$ cat config.mk
export PLATFORM = sky130hd
export DESIGN_NAME = irq_ctrl_flat
export DESIGN_NICKNAME = d
export VERILOG_FILES = /design/src/rtl/irq_pkg.sv /design/src/rtl/irq_ctrl_if.sv /design/src/rtl/irq_src_cell.sv /design/src/rtl/irq_ctrl.sv /design/src/flat_wrapper.sv
export SDC_FILE = /design/constraint.sdc
export NUM_CORES = 1
export LEC_CHECK = 0
export ABC_AREA = 1
export CORE_ASPECT_RATIO = 0.6
export CORE_MARGIN = 5
export CORE_UTILIZATION = 40
export DETAILED_ROUTE_END_ITERATION = 10
export GPL_TIMING_DRIVEN = 0
export PLACE_DENSITY = 0.69
export SLEW_MARGIN = 10
export SYNTH_ARGS = -nofsm -noshare
export SYNTH_HDL_FRONTEND = slang
export SYNTH_HIERARCHICAL = 1
export SYNTH_SLANG_ARGS = --single-unit
$ cat constraint.sdc
create_clock -name clk -period 1.7 [get_ports clk]
set_clock_uncertainty 0.15 [all_clocks]
set_input_delay 0.425 -clock clk [delete_from_list [all_inputs] [get_ports clk]]
set_output_delay 0.425 -clock clk [all_outputs]
set_load 0.01 [all_outputs]
$ cat src/rtl/irq_pkg.sv
// irq_pkg: shared constants and register offsets for the interrupt controller
package irq_pkg;
    localparam int NUM_IRQ = 4;
    localparam logic [7:0] IO_HI = 8'h10;
    typedef enum logic [2:0] {
        REG_IER   = 3'd0,
        REG_IPR   = 3'd1,
        REG_IMODE = 3'd2,
        REG_ISET  = 3'd3,
        REG_ISTAT = 3'd4
    } reg_off_e;
endpackage

$ cat src/rtl/irq_ctrl_if.sv
// irq_ctrl_if: CPU IO bus as seen by the interrupt controller
interface irq_ctrl_if;
    logic [15:0] io_addr;
    logic [7:0]  io_wdata;
    logic        io_we;
    logic        io_re;
    logic [7:0]  io_rdata;
    logic        io_sel;
    modport master(output io_addr, io_wdata, io_we, io_re, input io_rdata, io_sel);
    modport slave(input io_addr, io_wdata, io_we, io_re, output io_rdata, io_sel);
endinterface

$ cat src/rtl/irq_src_cell.sv
// irq_src_cell: one interrupt source - event detect, mode, pending and overrun with set-over-clear priority
module irq_src_cell #(
    parameter logic RESET_MODE = 1'b1
) (
    input  logic clk,
    input  logic reset,
    input  logic i_event,
    input  logic i_mode_we,
    input  logic i_mode_wd,
    input  logic i_sw_set,
    input  logic i_clr,
    input  logic i_ovr_clr,
    output logic o_mode,
    output logic o_pending,
    output logic o_ovr
);
    logic r_prev, r_mode, r_pending, r_ovr;
    logic w_set;
    assign w_set     = r_mode ? (i_event & ~r_prev) : i_event;
    assign o_mode    = r_mode;
    assign o_pending = r_pending;
    assign o_ovr     = r_ovr;
    // A set (hardware or software) always beats a clear so no event is lost on an acknowledge
    always_ff @(posedge clk or negedge reset) begin
        if (!reset) begin
            r_prev    <= 1'b0;
            r_mode    <= RESET_MODE;
            r_pending <= 1'b0;
            r_ovr     <= 1'b0;
        end else begin
            r_prev    <= i_event;
            r_mode    <= i_mode_we ? i_mode_wd : r_mode;
            r_pending <= (w_set | i_sw_set) ? 1'b1 : i_clr ? 1'b0 : r_pending;
            r_ovr     <= (w_set & r_pending & ~i_clr) ? 1'b1 : i_ovr_clr ? 1'b0 : r_ovr;
        end
    end
endmodule

$ cat src/rtl/irq_ctrl.sv
// irq_ctrl: memory-mapped four-source interrupt controller in the 0x10xx IO window
module irq_ctrl
    import irq_pkg::*;
#(
    parameter logic [7:0] BASE_ADDR  = 8'h20,
    parameter logic [3:0] RESET_MASK = 4'b0000,
    parameter logic [3:0] RESET_MODE = 4'b1111
) (
    input  logic             clk,
    input  logic             reset,
    irq_ctrl_if.slave        bus,
    input  logic [3:0]       i_event_in,
    input  logic [3:0]       i_irq_clr,
    input  logic [3:0]       i_irq_vect,
    output logic [3:0]       o_irq
);
    logic [7:0] w_off;
    logic [2:0] w_reg;
    logic       w_hit, w_wr, w_rd;
    logic [3:0] w_clr, w_sw_set, w_ovr_clr, w_mode, w_pending, w_ovr;
    logic       w_mode_we;
    logic [7:0] w_rmux;
    logic [3:0] r_ier, r_last_vect, r_irq;
    logic [7:0] r_rdata;
    logic       r_sel;
    // Offset arithmetic wraps, so the window check is a single unsigned compare
    assign w_off     = bus.io_addr[7:0] - BASE_ADDR;
    assign w_reg     = w_off[2:0];
    assign w_hit     = (bus.io_addr[15:8] == IO_HI) && (w_off <= 8'd4);
    assign w_wr      = bus.io_we & w_hit;
    assign w_rd      = bus.io_re & w_hit;
    assign w_clr     = i_irq_clr | ({4{w_wr && w_reg == REG_IPR}} & bus.io_wdata[3:0]);
    assign w_sw_set  = {4{w_wr && w_reg == REG_ISET}} & bus.io_wdata[3:0];
    assign w_ovr_clr = {4{w_wr && w_reg == REG_ISTAT}} & bus.io_wdata[7:4];
    assign w_mode_we = w_wr && w_reg == REG_IMODE;
    assign w_rmux    = w_reg == REG_IER   ? {4'h0, r_ier} :
                       w_reg == REG_IPR   ? {4'h0, w_pending} :
                       w_reg == REG_IMODE ? {4'h0, w_mode} :
                       w_reg == REG_ISTAT ? {w_ovr, r_last_vect} : 8'h00;
    assign bus.io_rdata = r_rdata;
    assign bus.io_sel   = r_sel;
    assign o_irq        = r_irq;
    genvar i;
    for (i = 0; i < NUM_IRQ; i++) begin : g_src
        irq_src_cell #(.RESET_MODE(RESET_MODE[i])) u_cell (
            .clk       (clk),
            .reset     (reset),
            .i_event   (i_event_in[i]),
            .i_mode_we (w_mode_we),
            .i_mode_wd (bus.io_wdata[i]),
            .i_sw_set  (w_sw_set[i]),
            .i_clr     (w_clr[i]),
            .i_ovr_clr (w_ovr_clr[i]),
            .o_mode    (w_mode[i]),
            .o_pending (w_pending[i]),
            .o_ovr     (w_ovr[i])
        );
    end
    // Enable, vector capture, masked irq output and the registered read port
    always_ff @(posedge clk or negedge reset) begin
        if (!reset) begin
            r_ier       <= RESET_MASK;
            r_last_vect <= 4'h0;
            r_irq       <= 4'h0;
            r_rdata     <= 8'h00;
            r_sel       <= 1'b0;
        end else begin
            r_ier       <= (w_wr && w_reg == REG_IER) ? bus.io_wdata[3:0] : r_ier;
            r_last_vect <= (i_irq_vect != 4'h0) ? i_irq_vect : r_last_vect;
            r_irq       <= w_pending & r_ier;
            r_rdata     <= w_rd ? w_rmux : 8'h00;
            r_sel       <= w_rd;
        end
    end
endmodule

$ cat src/flat_wrapper.sv
// flat-port wrapper written by rule: the top's interface ports become plain ports
module irq_ctrl_flat import irq_pkg::*;
#(
    parameter logic [7:0] BASE_ADDR  = 8'h20,
    parameter logic [3:0] RESET_MASK = 4'b0000,
    parameter logic [3:0] RESET_MODE = 4'b1111
)
  (clk, reset, i_event_in, i_irq_clr, i_irq_vect, o_irq, bus_io_addr, bus_io_wdata, bus_io_we, bus_io_re, bus_io_rdata, bus_io_sel);
  irq_ctrl_if bus_i ();
  input  logic clk;
  input  logic reset;
  input  logic [3:0] i_event_in;
  input  logic [3:0] i_irq_clr;
  input  logic [3:0] i_irq_vect;
  output logic [3:0] o_irq;
  input wire logic [$bits(bus_i.io_addr)-1:0] bus_io_addr;
  input wire logic [$bits(bus_i.io_wdata)-1:0] bus_io_wdata;
  input wire logic [$bits(bus_i.io_we)-1:0] bus_io_we;
  input wire logic [$bits(bus_i.io_re)-1:0] bus_io_re;
  output wire logic [$bits(bus_i.io_rdata)-1:0] bus_io_rdata;
  output wire logic [$bits(bus_i.io_sel)-1:0] bus_io_sel;
  assign bus_i.io_addr = bus_io_addr;
  assign bus_i.io_wdata = bus_io_wdata;
  assign bus_i.io_we = bus_io_we;
  assign bus_i.io_re = bus_io_re;
  assign bus_io_rdata = bus_i.io_rdata;
  assign bus_io_sel = bus_i.io_sel;
  irq_ctrl #(.BASE_ADDR(BASE_ADDR), .RESET_MASK(RESET_MASK), .RESET_MODE(RESET_MODE)) u_core (.clk(clk), .reset(reset), .bus(bus_i), .i_event_in(i_event_in), .i_irq_clr(i_irq_clr), .i_irq_vect(i_irq_vect), .o_irq(o_irq));
endmodule
==> metrics.txt <==
status=finished, violations left; failing checks=negative setup slack; RSZ-0062 raised after global routing=true; Clk Latency, worst-skew pair=around 0.29 ns; final slew viol count=0; #FFs+latches synth=37; Syn Area/Cell=approximately 8.2 sq um; Pre-Repair DR Iteration Count=4; multiplexer area fraction after synthesis=0; Worst Path Max Fanout=5; CTS clk-pin slew, worst paths=approximately 0.07 ns; Clock Tree Buf Depth=2; CTS buffer count=5; Iter 0 DRT Violations=between 90 and 100; Die Wd=a little under 100 microns; Crit path top cell by count=nand2_2; DRC viols=0; synthesized-area fraction occupied by adder cells=0.00671; Slew HR=0.465; Peak supply drop=about 0.00043 V; main combinational cell family by area after synthesis=simple AND/OR/NAND/NOR gates; Buffers & Inverters on Critical Path=4; final setup fails=8; Setup WS post-layout=-0.0445 ns; ys async rst share=1.00; Ys Warns=6; Setup TNS=-0.175 ns; total routed wirelength=about 4500 microns; post-layout util=0.591; root buf cell=clkbuf_8; share of layout cells above drive strength 1=0.223; WP data required=about 1.7 ns; minimum clock period after layout=approximately 1.7 ns; pwr dens=666 mW/mm^2; kind of critical path=input port to flip-flop; Mapped Area=0.00186 sq mm; dominant cell type by area after synthesis=dfrtp_1; vias post-DR=between 1500 and 2000; Seq/Total Area, Yosys=0.499; GRT Total Usage=0.148; library cells used by synthesis=27; Simple-Gate Fraction of Synth Area=0.323; total power=around 1800 uW; H-Tree Depth=2; n_diodes=0; top_reg_cell synth=dfrtp_1; TritonCTS clock tree=built; Worst-Margin Slew=approximately 0.80 ns; io pins=53; number of synthesized flops with an enable pin=0; Critical Path Sink Type=flip-flop; Die H=62.9 microns; RePlAce Congestion=0.786; vias per inst=~4.4; Leak=0.00147 uW; routed len/inst=12.4 microns; top cells by area, synth=dfrtp_1 44%, nand2_1 13%, inv_1 10%, dfstp_2 5.6%, nand4_1 3.0%; Yosys top cell area share=0.443; final hold viol count=0; area grow syn2layout=43.9%; initial antenna violation count=0; HP Class=input port to asynchronous set/reset pin; Routed Antenna Nets=0; xor and xnor area share after synthesis=0; clock sink count=37; nets@finish=337; Die ar.=a little over 0.006 sq mm; post-synthesis compound-gate area fraction=0.0483; Crit path max-delay family=simple AND/OR/NAND/NOR gates; first-pass GRT wire length=approximately 7000 microns; CP arrival=about 1.8 ns; Mapped Cells=about 230; Fmax=573 MHz; Post-Place Cells=between 300 and 400; Remaining Overflow, GRT=0; slowest cell delay on critical path=around 0.26 ns; CP Cell Sequence=buf_8, inv_8, ha_4, nand2_2, nor2_2, nand3_2, nor2_4, bufbuf_16, nand4_1, nand2_1, inv_1, nand2_2, nand3b_1; post-route insts no fill=about 360; Critical Path Source Type=input port; slowest stage cell, crit path=bufbuf_16; I/O Buffers=between 50 and 60; hold buffer count at cts=0; MaxCap Viol Count=0; Initial Util=0.411; Core ar.=0.00454 sq mm; Synthesized Nets=269; post-DP HPWL=around 3200 microns; part of the cycle the worst path needs=1.03; largest net degree at the start of global routing=38; vias in the first global route=between 1000 and 1500; row count=19
## timing repair
action	in CTS	in global routing
pin swaps	11	11
endpoints found under the hold margin	0	0
endpoints found under the setup margin	38	16
gates resized for setup	46	14
cloned	1	0
setup buffers	6	2
## per-layer routing
metal | global-route usage | up-vias | share of wire | wire [microns]
met5 | 0 | - | 0 | 0
met4 | 0.0341 | 0 | 0.014 | 63
met3 | 0.0457 | 11 | 0.062 | 274
met2 | 0.201 | 40 | 0.42 | 1880
met1 | 0.227 | 712 | 0.50 | 2230
li1 | - | 820 | - | -
## sequential cells by signal (all words and copies together), names as in the netlist
| name | flops |
|---|---|
| u_core/r_last_vect | 4 |
| u_core/bus.io_rdata | 8 |
| u_core/g_src.u_cell/r_prev | 4 |
| u_core/g_src.u_cell/o_mode | 4 |
| u_core/r_ier | 4 |
| u_core/bus.io_sel | 1 |
| u_core/g_src.u_cell/o_pending | 4 |
| u_core/g_src.u_cell/o_ovr | 4 |
| u_core/o_irq | 4 |
## worst register-to-register path, stage by stage, from the launching register on
cell,delay [ns]
dfstp_2,0.57
nand2_1,0.06
nand2_1,0.10
nor2_1,0.06
nor3_2,0.17
## path summary, 6_finish.rpt
path | cells after the start | from | slack (ns) | to
worst max-delay path | 13 | bus_io_addr[5] | -0.04 | u_core/g_src[3].u_cell/o_pending
worst min-delay path | 1 | reset | 0.07 | u_core/g_src[0].u_cell/o_ovr
max in group asynchronous | 1 | reset | 0.82 | u_core/g_src[2].u_cell/r_prev
worst max register to register | 4 | u_core/g_src[0].u_cell/o_mode | 0.50 | u_core/bus.io_rdata[0]
min in group clk | 2 | u_core/g_src[1].u_cell/o_mode | 0.33 | u_core/g_src[1].u_cell/o_mode
worst min register to register | 2 | u_core/g_src[1].u_cell/o_mode | 0.33 | u_core/g_src[1].u_cell/o_mode
## cells in the mapped netlist, types with 2 or more instances
library cell / instances
nand2_1: 63
inv_1: 51
dfrtp_1: 33
nor2_1: 13
nand4_1: 9
o21ai_0: 8
nand2_2: 6
nand3_1: 6
dfstp_2: 4
inv_2: 4
nand3b_1: 4
nor2_2: 4
o21ai_2: 4
a21oi_1: 3
or2_0: 3
nor3_2: 2
## cells by family after synthesis
| kind of cell | count (synthesis) |
|---|---|
| adder cells (fa/ha/maj) | 1 |
| AO/OA/AOI/OAI | 15 |
| buffers and inverters | 57 |
| flip-flops | 37 |
| AND/OR/NAND/NOR | 118 |
## placed cells by master (no fill, tap or decap), types with 3 or more instances in the layout
cell and n:
buf_4 7, clkbuf_8 6, clkdlybuf4s50_1 22, dfrtp_1 33
dfstp_2 4, dlygate4sd2_1 26, inv_1 49, inv_2 4
nand2_1 55, nand2_2 13, nand3_1 6, nand3b_1 4
nand4_1 9, nor2_1 12, nor2_2 5, o21ai_0 4
o21ai_2 6, or2_0 3
## per-stage QoR
stage / hold WS, ns / worst slack (ns) / area [sq um]
2_1_floorplan: -0.0206 / -0.0831 / 1890
3_3_place_gp: 0.319 / -0.865 / 2490
3_5_place_dp: 0.322 / -0.836 / 2480
4_1_cts: 0.0946 / -0.0420 / 2640
5_1_grt: 0.145 / -0.115 / 2680
6_report: 0.0737 / -0.0445 / 2680
## power breakdown
group / leakage, uW / switching (uW) / internal (uW)
Combinational: 0.000971 / 128 / 122
Clock: 0.0000443 / 287 / 321
Sequential: 0.000459 / 18.0 / 911
## final cells by class
class / count / area (sq um)
flip-flops and latches: 37 / 931
clock buffers: 7 / 86.3
multi-input cells: 134 / 759
repair buffers: 61 / 586
well taps: 63 / 78.8
plain buffers: 2 / 22.5
inverters: 55 / 219
fillers: 406 / 1860
(Power assumes the default switching activity.)
